## src/rtl/count_monitor.sv

```systemverilog
`default_nettype none
// ============================================================================
// Module      : count_monitor
// Description : Passive sequence monitor for a 0..MAXV loadable up/down
//               counter. It classifies each sample as an up step, a down step,
//               a load or an illegal value. It tracks the inferred direction
//               and keeps saturating event counters.
// Revision    : 1.0 - initial release
// ============================================================================
module count_monitor #(
  parameter int MAXV = 4,
  parameter int CW   = 8
) (
  input  logic          clk,
  input  logic          reset,
  input  logic          valid,
  input  logic [2:0]    y,
  output logic          dir,
  output logic          locked,
  output logic          load_seen,
  output logic          err,
  output logic [CW-1:0] ups,
  output logic [CW-1:0] downs,
  output logic [CW-1:0] loads,
  output logic [CW-1:0] errs
);

  localparam logic [2:0] c_MAXV = 3'(MAXV);

  typedef enum logic [1:0] {
    ST_IDLE = 2'd0,
    ST_SYNC = 2'd1,
    ST_UP   = 2'd2,
    ST_DOWN = 2'd3
  } state_t;

  state_t        state_q, state_d;
  logic [2:0]    prev_q, prev_d;
  logic          dir_q, dir_d;
  logic          load_q, load_d;
  logic          err_q, err_d;
  logic [CW-1:0] ups_q, ups_d;
  logic [CW-1:0] downs_q, downs_d;
  logic [CW-1:0] loads_q, loads_d;
  logic [CW-1:0] errs_q, errs_d;

  logic w_illegal;
  logic w_up_step;
  logic w_dn_step;

  // Counters stick at all-ones rather than wrapping.
  function automatic logic [CW-1:0] sat_inc(input logic [CW-1:0] v);
    return (&v) ? v : v + 1'b1;
  endfunction

  // Classify the incoming sample against the previous legal sample.
  always_comb begin
    w_illegal = (y > c_MAXV);
    w_up_step = ((prev_q < c_MAXV) && (y == prev_q + 3'd1)) ||
                ((prev_q == c_MAXV) && (y == 3'd0));
    w_dn_step = ((prev_q != 3'd0) && (y == prev_q - 3'd1)) ||
                ((prev_q == 3'd0) && (y == c_MAXV));
  end

  // Next-state logic; the pulse flags default low so they last one cycle.
  always_comb begin
    state_d = state_q;
    prev_d  = prev_q;
    dir_d   = dir_q;
    load_d  = 1'b0;
    err_d   = 1'b0;
    ups_d   = ups_q;
    downs_d = downs_q;
    loads_d = loads_q;
    errs_d  = errs_q;

    if (valid) begin
      if (w_illegal) begin
        // Illegal values drop back to IDLE without touching prev or dir.
        err_d   = 1'b1;
        errs_d  = sat_inc(errs_q);
        state_d = ST_IDLE;
      end else if (state_q == ST_IDLE) begin
        // The first legal sample only seeds the reference value.
        prev_d  = y;
        state_d = ST_SYNC;
      end else begin
        prev_d = y;
        if (w_up_step) begin
          ups_d   = sat_inc(ups_q);
          dir_d   = 1'b1;
          state_d = ST_UP;
        end else if (w_dn_step) begin
          downs_d = sat_inc(downs_q);
          dir_d   = 1'b0;
          state_d = ST_DOWN;
        end else begin
          loads_d = sat_inc(loads_q);
          load_d  = 1'b1;
          state_d = ST_SYNC;
        end
      end
    end
  end

  // State register with synchronous reset that takes priority over valid.
  always_ff @(posedge clk) begin
    if (reset) begin
      state_q <= ST_IDLE;
      prev_q  <= 3'd0;
      dir_q   <= 1'b0;
      load_q  <= 1'b0;
      err_q   <= 1'b0;
      ups_q   <= '0;
      downs_q <= '0;
      loads_q <= '0;
      errs_q  <= '0;
    end else begin
      state_q <= state_d;
      prev_q  <= prev_d;
      dir_q   <= dir_d;
      load_q  <= load_d;
      err_q   <= err_d;
      ups_q   <= ups_d;
      downs_q <= downs_d;
      loads_q <= loads_d;
      errs_q  <= errs_d;
    end
  end

  // All outputs come straight from registers.
  always_comb begin
    dir       = dir_q;
    locked    = (state_q == ST_UP) || (state_q == ST_DOWN);
    load_seen = load_q;
    err       = err_q;
    ups       = ups_q;
    downs     = downs_q;
    loads     = loads_q;
    errs      = errs_q;
  end

endmodule
`default_nettype wire

```

## config.mk

```make
export PLATFORM = sky130hd
export DESIGN_NAME = count_monitor
export DESIGN_NICKNAME = d
export VERILOG_FILES = /design/src/rtl/count_monitor.sv
export SDC_FILE = /design/constraint.sdc
export NUM_CORES = 1
export LEC_CHECK = 0
export BUFFER_PORTS_ARGS = -buffer_cell sky130_fd_sc_hd__buf_2
export CORE_MARGIN = 2
export CORE_UTILIZATION = 49
export CTS_CLUSTER_SIZE = 30
export DETAILED_ROUTE_END_ITERATION = 16
export PLACE_DENSITY_LB_ADDON = 0.1
export SYNTH_ARGS = -nofsm -noshare
export SYNTH_HDL_FRONTEND = slang
export SYNTH_SLANG_ARGS = --single-unit
```

## constraint.sdc

```tcl
create_clock -name clk -period 2.2 [get_ports clk]
set_input_delay 0.11 -clock clk [delete_from_list [all_inputs] [get_ports clk]]
set_output_delay 0.11 -clock clk [all_outputs]
set_load 0.005 [all_outputs]
```

# Yosys cells after proc, flatten, opt, wreduce, memory -nomap -nowiden
# Cells that the tools add are included.
[word_totals]
register_bits = 40
in_bits = 6
output_inout_bits = 36
elab_cells = 64
[op_classes]
addsub = 6
n_lt_le_gt_ge = 2
n_eq_ne = 6
muxes = 8
bitwise_logic = 9
n_reduce_logical = 24
[ops]
columns = ["op", "n"]
rows = [
  ["adder 8 x 1 -> 8 bit (second input constant)", 4],
  ["AND reduction 8 bit", 4],
  ["AND reduction 6 bit", 2],
  ["inverter 1 bit", 9],
  ["two-way mux 2 bit", 4],
  ["equality test 3 bit", 2],
  ["equality test 3 bit (second input constant)", 2],
  ["logical NOT 3 bit", 2],
  ["AND reduction 5 bit", 1],
  ["OR reduction 5 bit", 1],
  ["equality test 2 bit (second input constant)", 2],
  ["logical AND 1 bit", 4],
  ["two-way mux 1 bit", 4],
  ["AND reduction 4 bit", 1],
  ["adder 3 x 1 -> 3 bit (second input constant)", 1],
  ["> comparator 3 bit (second input constant)", 1],
  ["logical OR 1 bit", 3],
  ["< comparator 3 bit (second input constant)", 1],
  ["AND reduction 3 bit", 1],
  ["nonzero test 3 bit", 1],
  ["subtractor 3 x 1 -> 3 bit (second input constant)", 1],
  ["logical NOT 2 bit", 1],
  ["AND reduction 2 bit", 1],
  ["nonzero test 2 bit", 1],
  ["OR reduction 2 bit", 1],
]

# Depth between registers and ports, before layout
# Gate-level depths: netlist of run 1.
[depth]
word_depth = 8
depth_mapped = 9
depth_no_buf = 7

# Worst setup path after synthesis of run 1
# Ideal clock, no wire load.
[synth_timing]
path_kind = "reg2reg"
start = "reg prev_q[0]"
end = "reg ups_q[2], in the netlist ups[2]"
setup_ns = 0.116
arrival_time_ns = 2.265
t_required_ns = 2.084
slack_ns = -0.181
path_stages_with_launch = 9
n_path_buf = 1
synth_period_minus_slack_ns = 2.381
path_cell_list = "dfxtp_1 inv_1 ha_1 xor2_1 or4b_1 buf_2 a211oi_1 a21oi_1 a31o_2"
[synth_between]
elab_chain_len = 5
word_cells_on_any_way = 8
classes_between = "add/sub (1); order compare (1); eq/ne (2); reduce/logical (4)"
[synth_lines]
columns = ["element", "line_no", "source"]
rows = [
  ["from (decl)", "38", "logic [2:0] prev_q, prev_d;"],
  ["from (signal assigned)", "120", "prev_q <= prev_d;"],
  ["adder 3 x 1 -> 3 bit", "59", "w_up_step = ((prev_q < c_MAXV) && (y == prev_q + 3'd1)) ||"],
  ["equality test 3 bit", "59", ""],
  ["logical AND 1 bit", "59", ""],
  ["logical OR 1 bit *", "59", ""],
  ["AND reduction 5 bit (no source line) *", "-", ""],
  ["to (signal assigned)", "124", "ups_q <= ups_d;"],
  ["to (decl)", "42", "logic [CW-1:0] ups_q, ups_d;"],
]
# Every way passes the cells marked *; elsewhere a longest branch is shown, timed or not.
# A chain may end at the register's enable or synchronous reset.

# Worst setup path after layout of run 1
[layout_timing]
start = "reg prev_q[1]"
end = "reg ups_q[7], in the netlist ups[7]"
# Same word-level chain as after synthesis.

==> flow_metrics.py, run 1 <==
metrics = {
    "final_layout": {
        "syn2layout_area_growth_pct": 27.56,
        "drive_gt1_share_pct": 29.90,
        "num_antenna_cells": 0,
        "final_cells": 361,
        "fin_nets": 323,
        "layout_commonest_cell": "buf_2",
        "final_cell_mix": "41 x buf_2, 38 x dfxtp_1, 27 x nor2_1",
    },
    "timing": {
        "post-route-period-util_pct": 102.0,
        "grt_setup_unrepaired": "true",
        "worst_pin_slew_ns": 0.6524,
        "hold_violations": 0,
        "finClkSkew_ns": 0.007870,
        "fmax_mhz": 445.8,
        "final_max_slew_viol_count": 0,
        "final.setup.tns_ns": -0.07443,
        "relSlewSlack_pct": 56.51,
        "final.setup.worst_slack_ns": -0.04305,
        "setup_viol": 2,
        "holdWs_ns": 0.1352,
        "min_period_ns": 2.243,
    },
    "detailed_routing": {
        "drt_first_pass_iters": 4,
        "drc": 0,
        "num_vias": 1972,
        "wl_per_cell_um": 12.68,
        "drt_iter0_drc": 60,
        "ant_nets": 0,
        "routed_wl_um": 4576,
        "routed_via_density": 5.463,
    },
    "clock_network": {
        "cts-htree-levels": 2,
        "clkSinkCount": 40,
        "ctsHoldBuffers": 0,
        "numCtsBuffers": 5,
        "cts.root.buffer_cell": "clkbuf_8",
        "clkLatencyLatePin_ns": 0.29,
        "tritoncts": "yes",
        "clkSlewWorstSetupHoldPaths_ns": 0.08,
        "clk_path_buf_depth": 2,
    },
    "power_and_ir_drop": {
        "p_per_area_mw_per_mm2": 555.2,
        "seqPwrFrac_pct": 50.0,
        "p_int_mw": 1.141,
        "power_leakage_nw": 1.108,
        "p_switching_mw": 0.3377,
        "combPwrFrac_pct": 10.3,
        "power.share.clock_pct": 39.7,
        "worst_ir_drop_vdd_mv": 0.3617,
        "total_power_mw": 1.479,
        "p_sw_share_pct": 22.84,
    },
    "grt": {
        "use_met2_pct": 33.12,
        "grt_pass1_vias": 1755,
        "antenna_found_initial": 0,
        "grt_pass1_wl_um": 7700,
        "grt_usage_pct": 19.20,
        "grt_max_degree": 40,
        "met1_usage_pct": 22.94,
        "use_met3_pct": 5.378,
        "grt.overflow.total": 0,
        "top_usage_layer": "met2",
    },
    "logic_synthesis": {
        "syn_inst": 250,
        "ys_warn_count": 0,
        "syn_nets": 263,
        "syn_avg_cell_area_um2": 8.353,
        "synthArstFlopShare_pct": 0,
        "synthesis.area_mm2": 0.002088,
        "synth_seq_area_share_pct": 38.35,
        "synthFlopType": "dfxtp_1",
        "ys_types": 40,
        "synth_edf_count": 0,
        "ys_seq_elements": 40,
    },
    "worst_setup_path": {
        "worstPathCellList": "inv_2, ha_4, xor2_2, or4b_4, a21o_1, or4_1, a21oi_1",
        "crit_type": "flop to flop",
        "required_ns": 2.41,
        "critPathLaunchType": "flop",
        "critPathBufInv": 1,
        "cp.arrival_ns": 2.45,
        "crit_fanout": 6,
        "crit_family": "simple AND/OR/NAND/NOR gates",
        "cp-end-kind": "flop",
        "max_stage_delay_ns": 0.57,
        "cp_slowest_cell": "or4b_4",
    },
    "run_status": {
        "violations": "setup timing",
        "status": "finished, violations left",
    },
    "placed_design": {
        "dp_cells": 349,
        "gp_congestion": 0.7386,
        "pre_cts_slack_ns": -0.1186,
        "numPortBuffers": 41,
        "dpl.hpwl_um": 3118,
    },
    "flow_run": {
        "cap_violations": 0,
    },
    "floorplan": {
        "dieHeight_um": 69.28,
        "top_level_ports": 42,
        "core-area_mm2": 0.004058,
        "die-area_mm2": 0.004800,
        "row_count": 23,
        "start_util_pct": 51.46,
        "die_w_um": 69.28,
    },
    "hold_path": {
        "hold_class": "input port to flop",
    },
}
state kept, by name (all words and copies together) (netlist names):
signal	cells
errs	8
state_q	2
dir	1
load_seen	1
prev_q	3
downs	8
ups	8
loads	8
err	1
layer usage:
layer / vias to the layer above / share of wire (%)
met4: 0 / 1.7
met1: 922 / 47
met2: 37 / 48
met3: 8 / 3.8
met5: - / 0
li1: 1005 / -
path summary, 6_finish.rpt:
path / from / to / slack [ns] / depth (start not counted)
hold reg to reg: state_q[0]$_SDFFE_PP0P_ / state_q[0]$_SDFFE_PP0P_ / 0.46 / 2
setup reg to reg: prev_q[1]$_SDFFE_PP0P_ / ups[7]$_SDFFE_PP0P_ / -0.04 / 7
hold / removal: y[0] / prev_q[0]$_SDFFE_PP0P_ / 0.14 / 3
setup / recovery: prev_q[1]$_SDFFE_PP0P_ / ups[7]$_SDFFE_PP0P_ / -0.04 / 7
per-stage QoR:
step | utilization [%] | area (um2)
floorplan | - | 2115
global placement | 60.93 | 2472
detailed placement | 60.93 | 2472
CTS | 63.68 | 2584
global route | 65.65 | 2664
finish | 65.65 | 2664
worst reg2reg max path, stage by stage (launching register included):
cell and delay [ns]:
dfxtp_2 0.34, inv_2 0.05, ha_4 0.24, xor2_2 0.14, or4b_4 0.57, a21o_1 0.22, or4_1 0.47, a21oi_1 0.14
final cells by class:
cell class / instances / area, um2
Fill cell: 371 / 1394
Clock buffer: 6 / 72.57
Tap cell: 50 / 62.56
Clock inverter: 2 / 35.03
Sequential cell: 40 / 803.3
Multi-Input combinational cell: 190 / 1264
Timing Repair Buffer: 65 / 396.6
Inverter: 8 / 30.03
Yosys cell counts, types with 2 or more instances:
| cell | n | share of area [%] |
|---|---|---|
| dfxtp_1 | 40 | 38 |
| nor2_1 | 27 | 4.9 |
| nand2_1 | 19 | 3.4 |
| a21oi_1 | 15 | 3.6 |
| nand3_1 | 14 | 3.4 |
| o21ai_0 | 11 | 2.6 |
| clkbuf_1 | 10 | 1.8 |
| nor2b_1 | 9 | 2.7 |
| nor3_1 | 9 | 2.2 |
| inv_1 | 8 | 1.4 |
| xnor2_1 | 8 | 3.4 |
| ha_1 | 7 | 4.2 |
| mux2_2 | 7 | 3.8 |
| nand2b_1 | 7 | 2.1 |
| or3_1 | 7 | 2.1 |
| nand4_1 | 6 | 1.8 |
| xor2_1 | 5 | 2.1 |
| and3_1 | 4 | 1.2 |
| mux2i_1 | 4 | 1.9 |
| nor4_1 | 4 | 1.2 |
| o31ai_1 | 4 | 1.4 |
| a211oi_1 | 3 | 1.1 |
| or4_1 | 3 | 1.1 |
| o211ai_1 | 2 | 0.72 |
| o31a_1 | 2 | 0.84 |
cells by family (layout without fill, tap and decap cells):
kind of cell	count (synthesis)	after routing	synth area share [%]
AO/OA/AOI/OAI	46	46	13.96
XOR/XNOR	14	14	6.531
adder cells (fa/ha/maj)	7	7	4.194
buffers and inverters	20	81	4.014
flip-flops	40	40	38.35
multiplexers	11	11	5.692
AND/OR/NAND/NOR	112	112	27.26
repair_timing:
item | 4_1_cts | 5_1_grt
pin swaps | 0 | 5
cloned | 0 | 0
setup endpoints to repair | 19 | 18
resized for setup | 1 | 10
setup buffers | 0 | 4
power by group through the flow:
stage | Combinational [mW] | Sequential [mW] | Clock (mW)
2_1_floorplan | 0.0876 | 0.758 | 0
5_1_grt | 0.168 | 0.742 | 0.642
6_report | 0.152 | 0.740 | 0.587
3_5_place_dp | 0.138 | 0.757 | 0
3_3_place_gp | 0.135 | 0.757 | 0
4_1_cts | 0.140 | 0.740 | 0.605
No activity file was read; power rests on OpenSTA's default activity.
==> run 2, diff against run 1 <==
- BUFFER_PORTS_ARGS: -buffer_cell sky130_fd_sc_hd__buf_2 -> not set
- CAP_MARGIN: not set -> 20
- CORE_UTILIZATION: 49 -> 56
- DONT_BUFFER_PORTS: not set -> 1
==> run 2 against run 1 <==
  * The flow still finishes with violations (setup timing)
  * Global-route usage grew 3.5 points
  * Count of clock-buffer cells in the layout rose by 1
  * Worst hold slack lost 0.12 ns
  * Critical path depth increased by 2
  * Register-to-register slack improved by 0.02 ns
  * Clock power down 10%
  * Utilization increased by 3.9 points
  * First-iteration DRC count rose by 68%
  * Largest cell class unchanged
==> flow_metrics.py, run 2 (same netlist as run 1, synthesis figures left out) <==
metrics = {
    "power_and_ir_drop": {
        "worst_ir_drop_vdd_mv": 0.4305,
        "p_per_area_mw_per_mm2": 560.9,
        "power_leakage_nw": 0.8944,
        "total_power_mw": 1.418,
    },
    "worst_setup_path": {
        "cp.arrival_ns": 2.41,
        "crit_type": "flop to flop",
        "worstPathCellList": "inv_4, ha_4, xor2_2, or4b_4, buf_6, o211ai_1, buf_4, nor3_4, mux2_4",
        "crit_fanout": 7,
        "critPathLaunchType": "flop",
        "cp_slowest_cell": "or4b_4",
        "cp-end-kind": "flop",
        "required_ns": 2.38,
        "max_stage_delay_ns": 0.53,
    },
    "clock_network": {
        "numCtsBuffers": 5,
        "cts.root.buffer_cell": "clkbuf_8",
        "clkSinkCount": 40,
        "clkSlewWorstSetupHoldPaths_ns": 0.08,
        "clkLatencyLatePin_ns": 0.29,
        "tritoncts": "yes",
        "clk_path_buf_depth": 2,
        "cts-htree-levels": 2,
    },
    "timing": {
        "post-route-period-util_pct": 101.1,
        "final.setup.tns_ns": -0.05448,
        "grt_setup_unrepaired": "true",
        "min_period_ns": 2.225,
        "setup_viol": 4,
        "holdWs_ns": 0.01034,
        "finClkSkew_ns": 0.01123,
        "relSlewSlack_pct": 58.66,
        "hold_violations": 0,
        "final.setup.worst_slack_ns": -0.02481,
        "final_max_slew_viol_count": 0,
        "worst_pin_slew_ns": 0.6136,
        "fmax_mhz": 449.5,
    },
    "final_layout": {
        "multi_input_area_mm2": 0.001315,
        "final_cell_mix": "37 x dfxtp_1, 27 x nor2_1, 19 x nand2_1",
        "fin_nets": 283,
        "drive_gt1_share_pct": 19.63,
        "num-fill-cells": 325,
        "final_cell_area_mm2": 0.002527,
        "num_antenna_cells": 0,
        "seq_area_um2": 807.0,
        "layout_commonest_cell": "dfxtp_1",
        "syn2layout_area_growth_pct": 21.03,
        "fin_util_pct": 69.56,
    },
    "grt": {
        "grt_pass1_wl_um": 7548,
        "grt.overflow.total": 0,
        "grt_pass1_vias": 1738,
        "grt_max_degree": 33,
        "grt_usage_pct": 22.69,
        "antenna_found_initial": 0,
    },
    "detailed_routing": {
        "wl_per_cell_um": 15.04,
        "num_vias": 1876,
        "ant_nets": 0,
        "drt_iter0_drc": 101,
        "routed_wl_um": 4784,
        "routed_via_density": 5.899,
        "drc": 0,
        "drt_first_pass_iters": 4,
    },
    "placed_design": {
        "gp_congestion": 0.7387,
        "numPortBuffers": 0,
        "placed_area_mm2": 0.002212,
        "dpl.hpwl_um": 2976,
    },
    "hold_path": {
        "hold_class": "input port to flop",
    },
    "floorplan": {
        "die_w_um": 65.07,
        "dieHeight_um": 65.07,
        "die-area_mm2": 0.004233,
        "core-area_mm2": 0.003633,
        "row_count": 22,
        "top_level_ports": 42,
        "start_util_pct": 57.47,
    },
    "run_status": {
        "violations": "setup timing",
        "status": "finished, violations left",
    },
    "flow_run": {
        "cap_violations": 0,
    },
}
==> run 2: layout make-up <==
cell class                 count  share of cell area, %
clock buffer                   7                  3.812
inverter                       8                  1.287
multi-input combinational    191                  52.03
sequential                    40                  31.93
tap                           48                  2.376
timing repair buffer          24                  8.564
==> run 2: worst paths after layout <==
kind,from,slack [ns],cells after the start,end
setup / recovery,prev_q[0]$_SDFFE_PP0P_,-0.02,9,downs[0]$_SDFFE_PP0P_
hold / removal,reset,0.01,3,loads[7]$_SDFFE_PP0P_
setup reg to reg,prev_q[0]$_SDFFE_PP0P_,-0.02,9,downs[0]$_SDFFE_PP0P_
hold reg to reg,state_q[0]$_SDFFE_PP0P_,0.47,2,state_q[0]$_SDFFE_PP0P_
==> run 2: layer usage <==
layer | part of all wire [%] | global-route usage [%]
met1 | 45 | 27.17
met2 | 49 | 38.79
met3 | 4.5 | 5.903
met4 | 1.5 | 8.854
met5 | 0 | 0
==> run 2: metrics by stage <==
step	cells	worst slack, ns
2_1_floorplan	250	-0.03504
3_3_place_gp	299	-0.05811
3_5_place_dp	299	-0.09716
4_1_cts	316	-0.02579
5_1_grt	318	-0.09824
6_report	318	-0.02481
==> run 2: report_power, final <==
group	switching [mW]	internal, mW
clock network	0.248	0.279
registers	0.0108	0.733
logic	0.0738	0.0725
total	0.333	1.08
==> run 2: critical path: cells and delay by family (launching register included) <==
family,cells,cell delay (ns)
XOR/XNOR,1,0.15
flip-flops,1,0.39
adder cells (fa/ha/maj),1,0.21
AND/OR/NAND/NOR,2,0.59
buffers and inverters,3,0.38
AO/OA/AOI/OAI,1,0.08
multiplexers,1,0.32
==> run 2: timing repair <==
action | in CTS | in global routing
setup endpoints to repair | 9 | 18
buffers inserted | 4 | 1
hold endpoints to repair | 32 | 0
hold buffers | 6 | 0
gates cloned | 0 | 1
pin swaps | 4 | 9
resized for setup | 8 | 14
